[config.mk]
export PLATFORM = sky130hd
export DESIGN_NAME = trap_return
export DESIGN_NICKNAME = d
export VERILOG_FILES = /design/src/rtl/trap_pkg.sv /design/src/rtl/trap_frame_stack.sv /design/src/rtl/trap_return.sv
export SDC_FILE = /design/constraint.sdc
export NUM_CORES = 1
export LEC_CHECK = 0
export ABC_AREA = 1
export BUFFER_PORTS_ARGS = -buffer_cell sky130_fd_sc_hd__buf_4
export CORE_MARGIN = 5
export CORE_UTILIZATION = 51
export DETAILED_ROUTE_END_ITERATION = 10
export PLACE_DENSITY = 0.81
export REMOVE_ABC_BUFFERS = 1
export SYNTH_ARGS = -nofsm -noshare
export SYNTH_HDL_FRONTEND = slang
export SYNTH_SLANG_ARGS = --single-unit
[constraint.sdc]
create_clock -name clk -period 2.12 [get_ports clk]
set_input_delay 0.318 -clock clk [delete_from_list [all_inputs] [get_ports clk]]
set_output_delay 0.318 -clock clk [all_outputs]
set_load 0.03 [all_outputs]
[src/rtl/trap_pkg.sv]
// Shared types for the trap-return path.
// Build macro: TRAP_CAUSE_EN adds the cause field to each frame.
package trap_pkg;

    localparam logic [1:0] CAUSE_NONE      = 2'b00;
    localparam logic [1:0] CAUSE_ILL_PC    = 2'b01;
    localparam logic [1:0] CAUSE_ILL_MEM   = 2'b10;
    localparam logic [1:0] CAUSE_BAD_INSTR = 2'b11;

    localparam logic [1:0] MODE_RESET = 2'b01;

    localparam int FRAME_PC_W = 16;

`ifdef TRAP_CAUSE_EN
    typedef struct packed {
        logic [1:0]            cause;
        logic [1:0]            mode;
        logic [FRAME_PC_W-1:0] pc;
    } frame_t;
`else
    typedef struct packed {
        logic [1:0]            mode;
        logic [FRAME_PC_W-1:0] pc;
    } frame_t;
`endif

    typedef enum logic {
        IDLE,
        RETURN
    } state_t;

endpackage

[src/rtl/trap_frame_stack.sv]
// LIFO of trap frames; parent guarantees push and pop never coincide.
// Build macro: TRAP_CAUSE_EN (frame layout only).
module trap_frame_stack
    import trap_pkg::*;
#(
    parameter int DEPTH = 4,
    parameter int CW    = $clog2(DEPTH + 1)
) (
    input  logic          clk,
    input  logic          rst,
    input  logic          push,
    input  logic          pop,
    input  frame_t        din,
    output frame_t        top,
    output logic [CW-1:0] count,
    output logic          full,
    output logic          empty
);

    localparam int IW = (DEPTH > 1) ? $clog2(DEPTH) : 1;

    frame_t        mem [DEPTH];
    logic [IW-1:0] wr_idx;
    logic [IW-1:0] rd_idx;
    logic          do_push;
    logic          do_pop;

    assign full    = (count == CW'(DEPTH));
    assign empty   = (count == '0);
    assign do_push = push & ~full;
    assign do_pop  = pop & ~empty;
    assign wr_idx  = IW'(count);
    assign rd_idx  = IW'(count - CW'(1));
    assign top     = mem[rd_idx];

    // Frame storage; no reset needed, count gates every read.
    always_ff @(posedge clk) begin
        if (do_push) begin
            mem[wr_idx] <= din;
        end
    end

    // Occupancy counter.
    always_ff @(posedge clk) begin
        if (rst) begin
            count <= '0;
        end else begin
            unique case (1'b1)
                do_push: count <= count + CW'(1);
                do_pop:  count <= count - CW'(1);
                default: count <= count;
            endcase
        end
    end

endmodule

[src/rtl/trap_return.sv]
// Trap-return unit: pushes frames on traps, pops them on RTI.
// Build macro: TRAP_CAUSE_EN enables stored causes on cause_out.
module trap_return
    import trap_pkg::*;
#(
    parameter int DEPTH = 4,
    parameter int PC_W  = 16
) (
    input  logic                       clk,
    input  logic                       rst,
    input  logic                       store_current,
    input  logic [PC_W-1:0]            cur_pc,
    input  logic [1:0]                 cur_mode,
    input  logic [1:0]                 cause,
    input  logic                       rti,
    input  logic                       flush,
    output logic                       ret_j,
    output logic [PC_W-1:0]            ret_pc,
    output logic [1:0]                 mode_restore,
    output logic                       mode_restore_vld,
    output logic [1:0]                 cause_out,
    output logic [$clog2(DEPTH+1)-1:0] depth,
    output logic                       double_fault,
    output logic                       rti_underflow
);

    localparam int CW = $clog2(DEPTH + 1);

    state_t state;
    state_t state_nxt;
    frame_t din;
    frame_t top;
    logic   full;
    logic   empty;
    logic   accept;
    logic   do_push;
    logic   do_pop;
    logic   in_ret;

    assign din.pc   = FRAME_PC_W'(cur_pc);
    assign din.mode = cur_mode;
`ifdef TRAP_CAUSE_EN
    assign din.cause = cause;
    assign cause_out = empty ? CAUSE_NONE : top.cause;
`else
    logic unused_cause;
    assign unused_cause = &{1'b0, cause};
    assign cause_out    = CAUSE_NONE;
`endif

    trap_frame_stack #(
        .DEPTH (DEPTH),
        .CW    (CW)
    ) u_stack (
        .clk   (clk),
        .rst   (rst),
        .push  (do_push),
        .pop   (do_pop),
        .din   (din),
        .top   (top),
        .count (depth),
        .full  (full),
        .empty (empty)
    );

    // Trap in the RETURN cycle masks the redirect and blocks the pop.
    assign in_ret           = (state == RETURN);
    assign ret_j            = in_ret & ~store_current;
    assign mode_restore_vld = in_ret & ~store_current;

    // Handshake decode and next-state selection.
    always_comb begin
        state_nxt = state;
        accept    = 1'b0;
        do_push   = store_current & ~full;
        do_pop    = 1'b0;
        unique case (state)
            IDLE: begin
                accept = rti & ~flush & ~store_current;
                if (accept & ~empty) begin
                    state_nxt = RETURN;
                end
            end
            RETURN: begin
                do_pop    = ~store_current;
                state_nxt = IDLE;
            end
            default: state_nxt = IDLE;
        endcase
    end

    // State register.
    always_ff @(posedge clk) begin
        if (rst) begin
            state <= IDLE;
        end else begin
            state <= state_nxt;
        end
    end

    // Return target, restore mode and status flags.
    always_ff @(posedge clk) begin
        if (rst) begin
            ret_pc        <= '0;
            mode_restore  <= MODE_RESET;
            rti_underflow <= 1'b0;
            double_fault  <= 1'b0;
        end else begin
            if (accept & ~empty) begin
                ret_pc       <= PC_W'(top.pc);
                mode_restore <= top.mode;
            end
            rti_underflow <= accept & empty;
            if (store_current & full) begin
                double_fault <= 1'b1;
            end
        end
    end

endmodule

==> results.sh, run 1 <==
export IMPL_status="finished clean"
export IMPL_rsz0062_at_grt="no"
export IMPL_hpwl_mm=4.28
export IMPL_clockBufferDepth=2
export IMPL_ant_nets=0
export IMPL_drt_iter0_markers=127
export IMPL_cts_clk_slew_worst_paths_ps=90
export IMPL_hold_class="in -> reg"
export IMPL_gr_total_overflow=0
export IMPL_cts_sinks=96
export IMPL_synth_simple_area_share=0.184
export IMPL_htree_levels=3
export IMPL_netlist_instances=386
export IMPL_p_total_uw=3630
export IMPL_yosys_warnings=0
export IMPL_skew_ps=13.0
export IMPL_syn2layout_area_growth_pct=15.7
export IMPL_grt_pass1_wl_mm=11.4
export IMPL_worstPathArrival_ps=1820
export IMPL_max_freq_ghz=0.556
export IMPL_antenna_found_initial=0
export IMPL_worstPathMaxFanout=18
export IMPL_grt_max_degree=45
export IMPL_synth_top_family_by_area="simple AND/OR/NAND/NOR gates"
export IMPL_grt_pass1_vias=2375
export IMPL_cts_resized=0
export IMPL_leakage_uw=0.00187
export IMPL_cp_data_required_time_ps=2140
export IMPL_root_buffer="clkbuf_8"
export IMPL_gp_congestion=0.786
export IMPL_worstMarginPinSlew_ps=544
export IMPL_nets=465
export IMPL_first_pass_iters=4
export IMPL_die_area_sq_um=9520
export IMPL_viasPerCell=4.73
export IMPL_crit_chain="inv_1 > ha_1 > nand2_1 > nand2_1 > nor2_2 > buf_4"
export IMPL_relSlewSlack=0.636
export IMPL_route_detailed_drc=0
export IMPL_critPathKind="reg -> reg"
export IMPL_synth_edf_count=72
export IMPL_grt_usage=0.153
export IMPL_cts_tree="built"
export IMPL_num_vias=2566
export IMPL_holdWs_ps=138
export IMPL_muxShareOfSynthArea=0
export IMPL_wirelength_mm=6.98
export IMPL_synthFlopType="edfxtp_1"
export IMPL_ys_ff_latch=96
export IMPL_syn_area_sq_um=3910
export IMPL_io_pins=52
export IMPL_cp_slowest_cell="dfxtp_1"
export IMPL_cp_end_kind="flop"
export IMPL_syn_area_per_cell_sq_um=10.1
export IMPL_synth_xor_area_share=0
export IMPL_hold_viol=0
export IMPL_final_setup_viol_count=0
export IMPL_power_density_nw_per_um2=802
export IMPL_slew_viol_final=0
export IMPL_finalCritPeriodShare=0.848
export IMPL_drv_cap=0
export IMPL_core_area_sq_um=7610
export IMPL_peakVddDrop_v=0.000332
export IMPL_clk_insertion_delay_late_ps=350
export IMPL_cts_buffers=9
export IMPL_fillers=638
export IMPL_r2r_setup_slack_ps=320
export IMPL_antenna_cells=0
export IMPL_post_cts_setup_buffer_count=0
export IMPL_rows=32
export IMPL_die_y_um=97.6
export IMPL_async_flop_share=0
export IMPL_die_w_um=97.6
export IMPL_synth_compound_area_share=0.0601
export IMPL_ys_types=24
export IMPL_slowest_delay_ps=410
export IMPL_startpoint_type="flop"
export IMPL_ctsHoldBuffers=0
export IMPL_initial_core_util=0.514
export IMPL_drive_gt1_frac=0.180
export IMPL_final_min_clock_period_ps=1800
export IMPL_synthAdderAreaFrac=0.0160
export IMPL_synth_seq_area_share=0.676
export IMPL_port_buffers=47
export IMPL_cp_common_cell="nand2_1"
export IMPL_routedWlPerCell_um=12.9
==> area by class of cell <==
cell class | instances | area (sq um) | area share
Inverter | 36 | 135 | 0.0299
Clock buffer | 11 | 131 | 0.0290
Multi-Input combinational cell | 236 | 1030 | 0.229
Sequential cell | 96 | 2640 | 0.584
Tap cell | 102 | 128 | 0.0282
Timing Repair Buffer | 56 | 420 | 0.0929
Clock inverter | 5 | 33.8 | 0.00746
==> routing by layer <==
metal	track usage	wire length (um)	vias up
met4	0.0735	129	0
met1	0.185	2910	1176
met3	0.0380	354	8
li1	-	-	1332
met5	0	0	-
met2	0.256	3580	50
==> flip-flops by register name (all words and copies together), names as in the netlist <==
| name | cells |
|---|---|
| u_stack.mem | 72 |
| double_fault | 1 |
| in_ret | 1 |
| u_stack.count | 3 |
| ret_pc | 16 |
| mode_restore | 2 |
| rti_underflow | 1 |
==> synth_stat cells (2+ instances only) <==
library cell / n / share of area
inv_2: 2 / 0.0019
clkbuf_1: 2 / 0.0019
inv_1: 33 / 0.032
buf_2: 10 / 0.013
dfxtp_1: 24 / 0.12
a21oi_1: 7 / 0.0090
edfxtp_1: 72 / 0.55
o21ai_1: 3 / 0.0038
buf_4: 3 / 0.0058
ha_1: 5 / 0.016
nand2_1: 66 / 0.063
clkbuf_2: 2 / 0.0026
o21ai_0: 34 / 0.044
buf_6: 2 / 0.0058
nand3_1: 2 / 0.0026
nor2_1: 111 / 0.11
==> worst max-delay path: cells and delay by family, from the launching register on <==
family	cells	cell delay (ps)
AND/OR/NAND/NOR	3	400
adder cells (fa/ha/maj)	1	250
buffers and inverters	2	400
flip-flops	1	410
==> power by group <==
| part | switching (uW) | total (uW) | internal (uW) |
|---|---|---|---|
| Sequential | 24.0 | 2130 | 2110 |
| Combinational | 328 | 500 | 172 |
| Clock | 577 | 1000 | 425 |
==> worst paths after layout <==
check                        start                 to  cells after the start
setup / recovery  u_stack.count[1]  u_stack.mem[1][0]                      6
hold / removal                 rst   u_stack.count[2]                      2
setup reg to reg  u_stack.count[1]  u_stack.mem[1][0]                      6
hold reg to reg    mode_restore[0]    mode_restore[0]                      2
==> cell usage in the layout (no fill, tap or decap) <==
master      Yosys  final
a21oi_1         7      7
buf_4           3     56
clkbuf_1        2      2
clkbuf_8        0      9
clkinv_1        1      1
clkinv_2        0      2
clkinv_4        0      1
clkinvlp_4      0      2
conb_1          1      2
dfxtp_1        24     24
edfxtp_1       72     72
ha_1            5      5
inv_1          33     33
inv_2           2      2
nand2_1        66     66
nand2_4         1      1
nand3_1         2      2
nand4_1         1      1
nand4_4         1      1
nor2_1        111    107
nor2_2          1      5
o211ai_1        1      1
o21a_1          1      1
o21ai_0        34     34
o21ai_1         3      3
==> kinds of logic (layout without fill, tap and decap cells) <==
kind of cell    count (synthesis)  in the layout
simple gates                  183            183
other cells                     1              2
flops                          96             96
fa+ha+maj                       5              5
buf+inv                        55            108
compound gates                 46             46
==> stage by stage <==
step                      cell area [sq um]  std cells  setup TNS [ps]  utilization  setup WS, ps
after floorplan                        3800        368         -121060            -         -1510
after global placement                 4360        526               0        0.573           363
after detailed placement               4360        526               0        0.573           317
after CTS                              4530        542               0        0.595           299
after global routing                   4530        542               0        0.595           119
final                                  4530        542               0        0.595           321
Power figures use the tool's default switching activity.
==> run 2, diff against run 1 <==
- clock period: 2.12 -> 1.6 ns (I/O delays scaled with it)
==> results.sh, run 2 (synthesized netlist as in run 1, its figures left out) <==
export IMPL_status="finished clean"
export IMPL_slew_viol_final=0
export IMPL_routedWlPerCell_um=13.5
export IMPL_gr_total_overflow=0
export IMPL_startpoint_type="flop"
export IMPL_root_buffer="clkbuf_8"
export IMPL_skew_ps=8.87
export IMPL_hold_viol=0
export IMPL_die_area_sq_um=9520
export IMPL_ctsHoldBuffers=0
export IMPL_htree_levels=3
export IMPL_port_buffers=47
export IMPL_largest_reg_flops=72
export IMPL_grt_max_degree=37
export IMPL_die_y_um=97.6
export IMPL_dp_cells=532
export IMPL_rsz0062_at_grt="no"
export IMPL_io_pins=52
export IMPL_clk_insertion_delay_late_ps=350
export IMPL_grt_usage=0.159
export IMPL_hold_class="in -> reg"
export IMPL_rows=32
export IMPL_hpwl_mm=4.76
export IMPL_max_freq_ghz=0.660
export IMPL_r2r_cells=6
export IMPL_route_detailed_drc=0
export IMPL_cts_tree="built"
export IMPL_crit_reg2reg_launch="u_stack.count[0]"
export IMPL_rr_endpoint="u_stack.mem[1][0]"
export IMPL_worstPathArrival_ps=1570
export IMPL_final_cell_mix="107 x nor2_1, 72 x edfxtp_1, 65 x nand2_1"
export IMPL_initial_core_util=0.514
export IMPL_cp_end_kind="flop"
export IMPL_num_vias=2633
export IMPL_peakVddDrop_v=0.000465
export IMPL_die_w_um=97.6
export IMPL_cp_data_required_time_ps=1660
export IMPL_antenna_found_initial=0
export IMPL_largest_registers="u_stack.mem: 72 flops, ret_pc: 16 flops, u_stack.count: 3 flops"
export IMPL_drt_iter0_markers=111
export IMPL_final_setup_viol_count=0
export IMPL_dp_slack_ps=0.997
export IMPL_wirelength_mm=7.41
export IMPL_nets=471
export IMPL_critPathKind="reg -> reg"
export IMPL_fin_ws_ps=85.9
export IMPL_stdcell_count=548
export IMPL_cts_sinks=96
export IMPL_cts_clk_slew_worst_paths_ps=90
export IMPL_first_pass_iters=4
export IMPL_core_area_sq_um=7610
export IMPL_viasPerCell=4.80
export IMPL_worstPathMaxFanout=18
export IMPL_grt_pass1_vias=2526
export IMPL_leakage_uw=0.00193
export IMPL_gp_congestion=0.769
export IMPL_p_total_uw=5090
export IMPL_mostFrequentLayoutCell="nor2_1"
export IMPL_ant_nets=0
export IMPL_hold_depth=2
export IMPL_worstHoldStart="rst"
export IMPL_r2r_setup_slack_ps=90
export IMPL_regMostFlops="u_stack.mem"
export IMPL_cts_buffers=9
export IMPL_drive_gt1_frac=0.197
export IMPL_clockBufferDepth=2
export IMPL_grt_pass1_wl_mm=12.0
export IMPL_antenna_cells=0
export IMPL_fin_setup_tns_ps=0
export IMPL_final_min_clock_period_ps=1510
export IMPL_power_density_nw_per_um2=1090
export IMPL_crit_start="u_stack.count[0]"
export IMPL_finalCritPeriodShare=0.946
export IMPL_syn2layout_area_growth_pct=19.5
export IMPL_drv_cap=0
export IMPL_holdPathEnd="u_stack.count[2]"
==> run 2: cell count changes in the layout (fill, tap and decap cells not counted), sizes merged <==
cell,before,now
inv,35,36
clkinv,4,3
clkbuf,11,10
bufinv,0,1
buf,56,62
==> run 2: layout make-up <==
type                       count  area [sq um]
multi-input combinational    236          1040
clock inverter                 6          67.6
clock buffer                  10           128
tap                          102           128
inverter                      36           138
timing repair buffer          62           532
fill                         589          2930
sequential                    96          2640
==> run 2: per-layer routing <==
layer  share of wire  track usage
met1            0.40        0.188
met4           0.016       0.0639
met5               0            0
met3           0.064       0.0388
met2            0.52        0.277
==> run 2: power breakdown <==
| part | total (uW) | switching, uW | internal [uW] |
|---|---|---|---|
| Sequential | 2820 | 31.8 | 2790 |
| Combinational | 723 | 456 | 267 |
| Clock | 1550 | 819 | 729 |
==> run 2: stage by stage <==
step	util	area, sq um	hold WS [ps]
2_1_floorplan	-	3800	309
3_3_place_gp	0.587	4470	425
3_5_place_dp	0.587	4470	430
4_1_cts	0.613	4670	49.3
5_1_grt	0.614	4670	66.6
6_report	0.614	4670	60.6
==> run 2: worst max-delay path by stage <==
stage	endpoint	cells past startpoint
floorplan	u_stack.mem[2][0]	5
global placement	ret_pc[3]	8
detailed placement	ret_pc[5]	8
CTS	u_stack.mem[1][5]	6
global route	ret_pc[10]	8
finish	u_stack.mem[1][0]	6
==> run 2: repair_timing <==
item	4_1_cts	5_1_grt
buffers inserted	0	0
endpoints found under the setup margin	2	59
pin swaps	0	1
endpoints found under the hold margin	0	0
gates resized for setup	1	3
==> run 2: critical path: stages (launching register included) <==
cell and delay [ps]:
dfxtp_1 370, inv_1 80, ha_2 190, nand2_1 90
nand2_2 110, nor2_2 180, buf_12 190
==> run 3, diff against run 2 <==
- ABC_AREA: 1 -> default
==> results.sh, run 3 <==
export IMPL_status="finished clean"
export IMPL_gr_total_overflow=0
export IMPL_holdWs_ps=90.1
export IMPL_startpoint_type="flop"
export IMPL_rsz0062_at_grt="yes"
export IMPL_fillers=505
export IMPL_drive_gt1_frac=0.390
export IMPL_skew_ps=8.35
export IMPL_synthTopCellsByArea="edfxtp_1 59%, dfxtp_1 13%, mux4_2 11%"
export IMPL_route_detailed_drc=0
export IMPL_stdcell_count=388
export IMPL_die_y_um=94.4
export IMPL_grt_pass1_vias=1994
export IMPL_hold_class="in -> reg"
export IMPL_design_area_sq_um=4500
export IMPL_p_comb_frac=0.129
export IMPL_synth_seq_area_share=0.727
export IMPL_gp_congestion=0.765
export IMPL_peakVddDrop_v=0.000778
export IMPL_final_min_clock_period_ps=1540
export IMPL_port_buffers=47
export IMPL_utilization=0.656
export IMPL_rows=30
export IMPL_cts_tree="built"
export IMPL_dp_cells=368
export IMPL_die_area_sq_um=8920
export IMPL_slew_viol_final=0
export IMPL_hold_viol=0
export IMPL_p_sw_frac=0.234
export IMPL_viasPerCell=5.12
export IMPL_syn_area_per_cell_sq_um=16.6
export IMPL_yosys_warnings=0
export IMPL_first_pass_iters=4
export IMPL_ys_ff_latch=96
export IMPL_ys_types=27
export IMPL_cts_buffers=9
export IMPL_syn_area_sq_um=3630
export IMPL_root_buffer="clkbuf_8"
export IMPL_p_switching_uw=1120
export IMPL_p_int_uw=3650
export IMPL_drv_cap=0
export IMPL_finalCritPeriodShare=0.962
export IMPL_grt_max_degree=25
export IMPL_largest_registers="u_stack.mem: 72 flops, ret_pc: 16 flops, u_stack.count: 3 flops"
export IMPL_cp_data_required_time_ps=1860
export IMPL_initial_core_util=0.529
export IMPL_netlist_instances=219
export IMPL_regMostFlops="u_stack.mem"
export IMPL_syn2layout_area_growth_pct=23.9
export IMPL_synthMostInstantiatedCell="edfxtp_1"
export IMPL_antenna_cells=0
export IMPL_grt_pass1_wl_mm=10.3
export IMPL_yosys_area_top_type="edfxtp_1"
export IMPL_cts_clk_slew_worst_paths_ps=90
export IMPL_power_density_nw_per_um2=1060
export IMPL_drt_iter0_markers=95
export IMPL_leakage_uw=0.00159
export IMPL_clk_insertion_delay_late_ps=340
export IMPL_synth_top_area_frac=0.595
export IMPL_num_vias=1988
export IMPL_wirelength_mm=6.64
export IMPL_die_w_um=94.4
export IMPL_nets=317
export IMPL_p_total_uw=4770
export IMPL_place_area_sq_um=4230
export IMPL_clkPwrFrac=0.283
export IMPL_ant_nets=0
export IMPL_synthFlopType="edfxtp_1"
export IMPL_regArea_sq_um=2640
export IMPL_core_area_sq_um=6870
export IMPL_antenna_found_initial=0
export IMPL_p_seq_frac=0.588
export IMPL_multi_input_area_sq_um=908
export IMPL_synth_common_cells="72 x edfxtp_1, 38 x nand2_1, 24 x dfxtp_1"
export IMPL_final_cell_mix="72 x edfxtp_1, 61 x buf_4, 38 x nand2_1"
export IMPL_mostFrequentLayoutCell="edfxtp_1"
export IMPL_routedWlPerCell_um=17.1
export IMPL_cp_end_kind="flop"
export IMPL_async_flop_share=0
export IMPL_worstPathArrival_ps=1800
export IMPL_max_freq_ghz=0.650
export IMPL_synth_edf_count=72
export IMPL_htree_levels=3
export IMPL_clockBufferDepth=2
export IMPL_largest_reg_flops=72
export IMPL_worstPathMaxFanout=21
export IMPL_final_setup_viol_count=0
export IMPL_grt_usage=0.157
export IMPL_ctsHoldBuffers=0
export IMPL_cts_sinks=96
export IMPL_hpwl_mm=4.03
export IMPL_io_pins=52
export IMPL_critPathKind="reg -> reg"
[run 3: cell types whose count changed after synthesis, moves of 3 or more]
cell / previous run / this run
o21ai_1: 3 / 0
nor2_1: 111 / 4
mux4_2: 0 / 18
a21oi_1: 7 / 19
nor3_1: 0 / 3
o21ai_0: 34 / 1
buf_2: 10 / 2
inv_1: 33 / 3
nand2_1: 66 / 38
nor2b_1: 0 / 3
and2_1: 0 / 3
[run 3: critical path: stages (launching register included)]
cell	delay (ps)
dfxtp_1	340
inv_1	60
ha_2	340
buf_12	170
a21oi_1	100
mux2_2	280
nor3_2	170
[run 3: stage by stage]
step / TNS (ps) / setup WS, ps
6_report: 0 / 61.1
5_1_grt: -24.4 / -22.1
4_1_cts: 0 / 30.5
3_5_place_dp: 0 / 4.55
3_3_place_gp: 0 / 37.4
2_1_floorplan: -126120 / -1460
[run 3: layout make-up]
type                            count  area share
Multi-Input combinational cell    107       0.202
Clock buffer                       11      0.0292
Tap cell                           96      0.0267
Inverter                            3     0.00250
Clock inverter                      5     0.00722
Timing Repair Buffer               70       0.146
Sequential cell                    96       0.587
[run 3: cell families after synthesis]
group / share of synthesized area
buffers and inverters: 0.0306
other: 0.00103
flip-flops: 0.727
multiplexers: 0.115
AND/OR/NAND/NOR: 0.0692
adder cells (fa/ha/maj): 0.0172
AO/OA/AOI/OAI: 0.0379
XOR/XNOR: 0.00241
[run 3: routing by layer]
| metal | GRT usage | vias to the layer above | share of wire |
|---|---|---|---|
| li1 | - | 943 | - |
| met1 | 0.203 | 984 | 0.44 |
| met2 | 0.260 | 54 | 0.50 |
| met3 | 0.0390 | 7 | 0.052 |
| met4 | 0.0517 | 0 | 0.0098 |
| met5 | 0 | - | 0 |
[run 3: power by group through the flow]
stage / clock [uW] / sequential [uW] / combinational, uW
floorplan: 0 / 2920 / 259
global placement: 0 / 2860 / 575
detailed placement: 0 / 2860 / 589
CTS: 1380 / 2810 / 597
global route: 1490 / 2820 / 660
finish: 1350 / 2810 / 614
[run 3: path summary, 6_finish.rpt]
check | from | end | slack (ps) | cells after the start
worst max-delay path | u_stack.count[1] | u_stack.count[1] | 60 | 6
worst min-delay path | cur_pc[3] | u_stack.mem[1][3] | 90 | 1
worst min register to register | ret_pc[4] | ret_pc[4] | 460 | 2
worst max register to register | u_stack.count[1] | u_stack.count[1] | 60 | 6
[run 3: what timing repair did]
item | in CTS | in global routing
gates resized for setup | 5 | 8
setup buffers | 1 | 0
endpoints found under the setup margin | 54 | 68
pin swaps | 1 | 1
gates cloned | 1 | 2
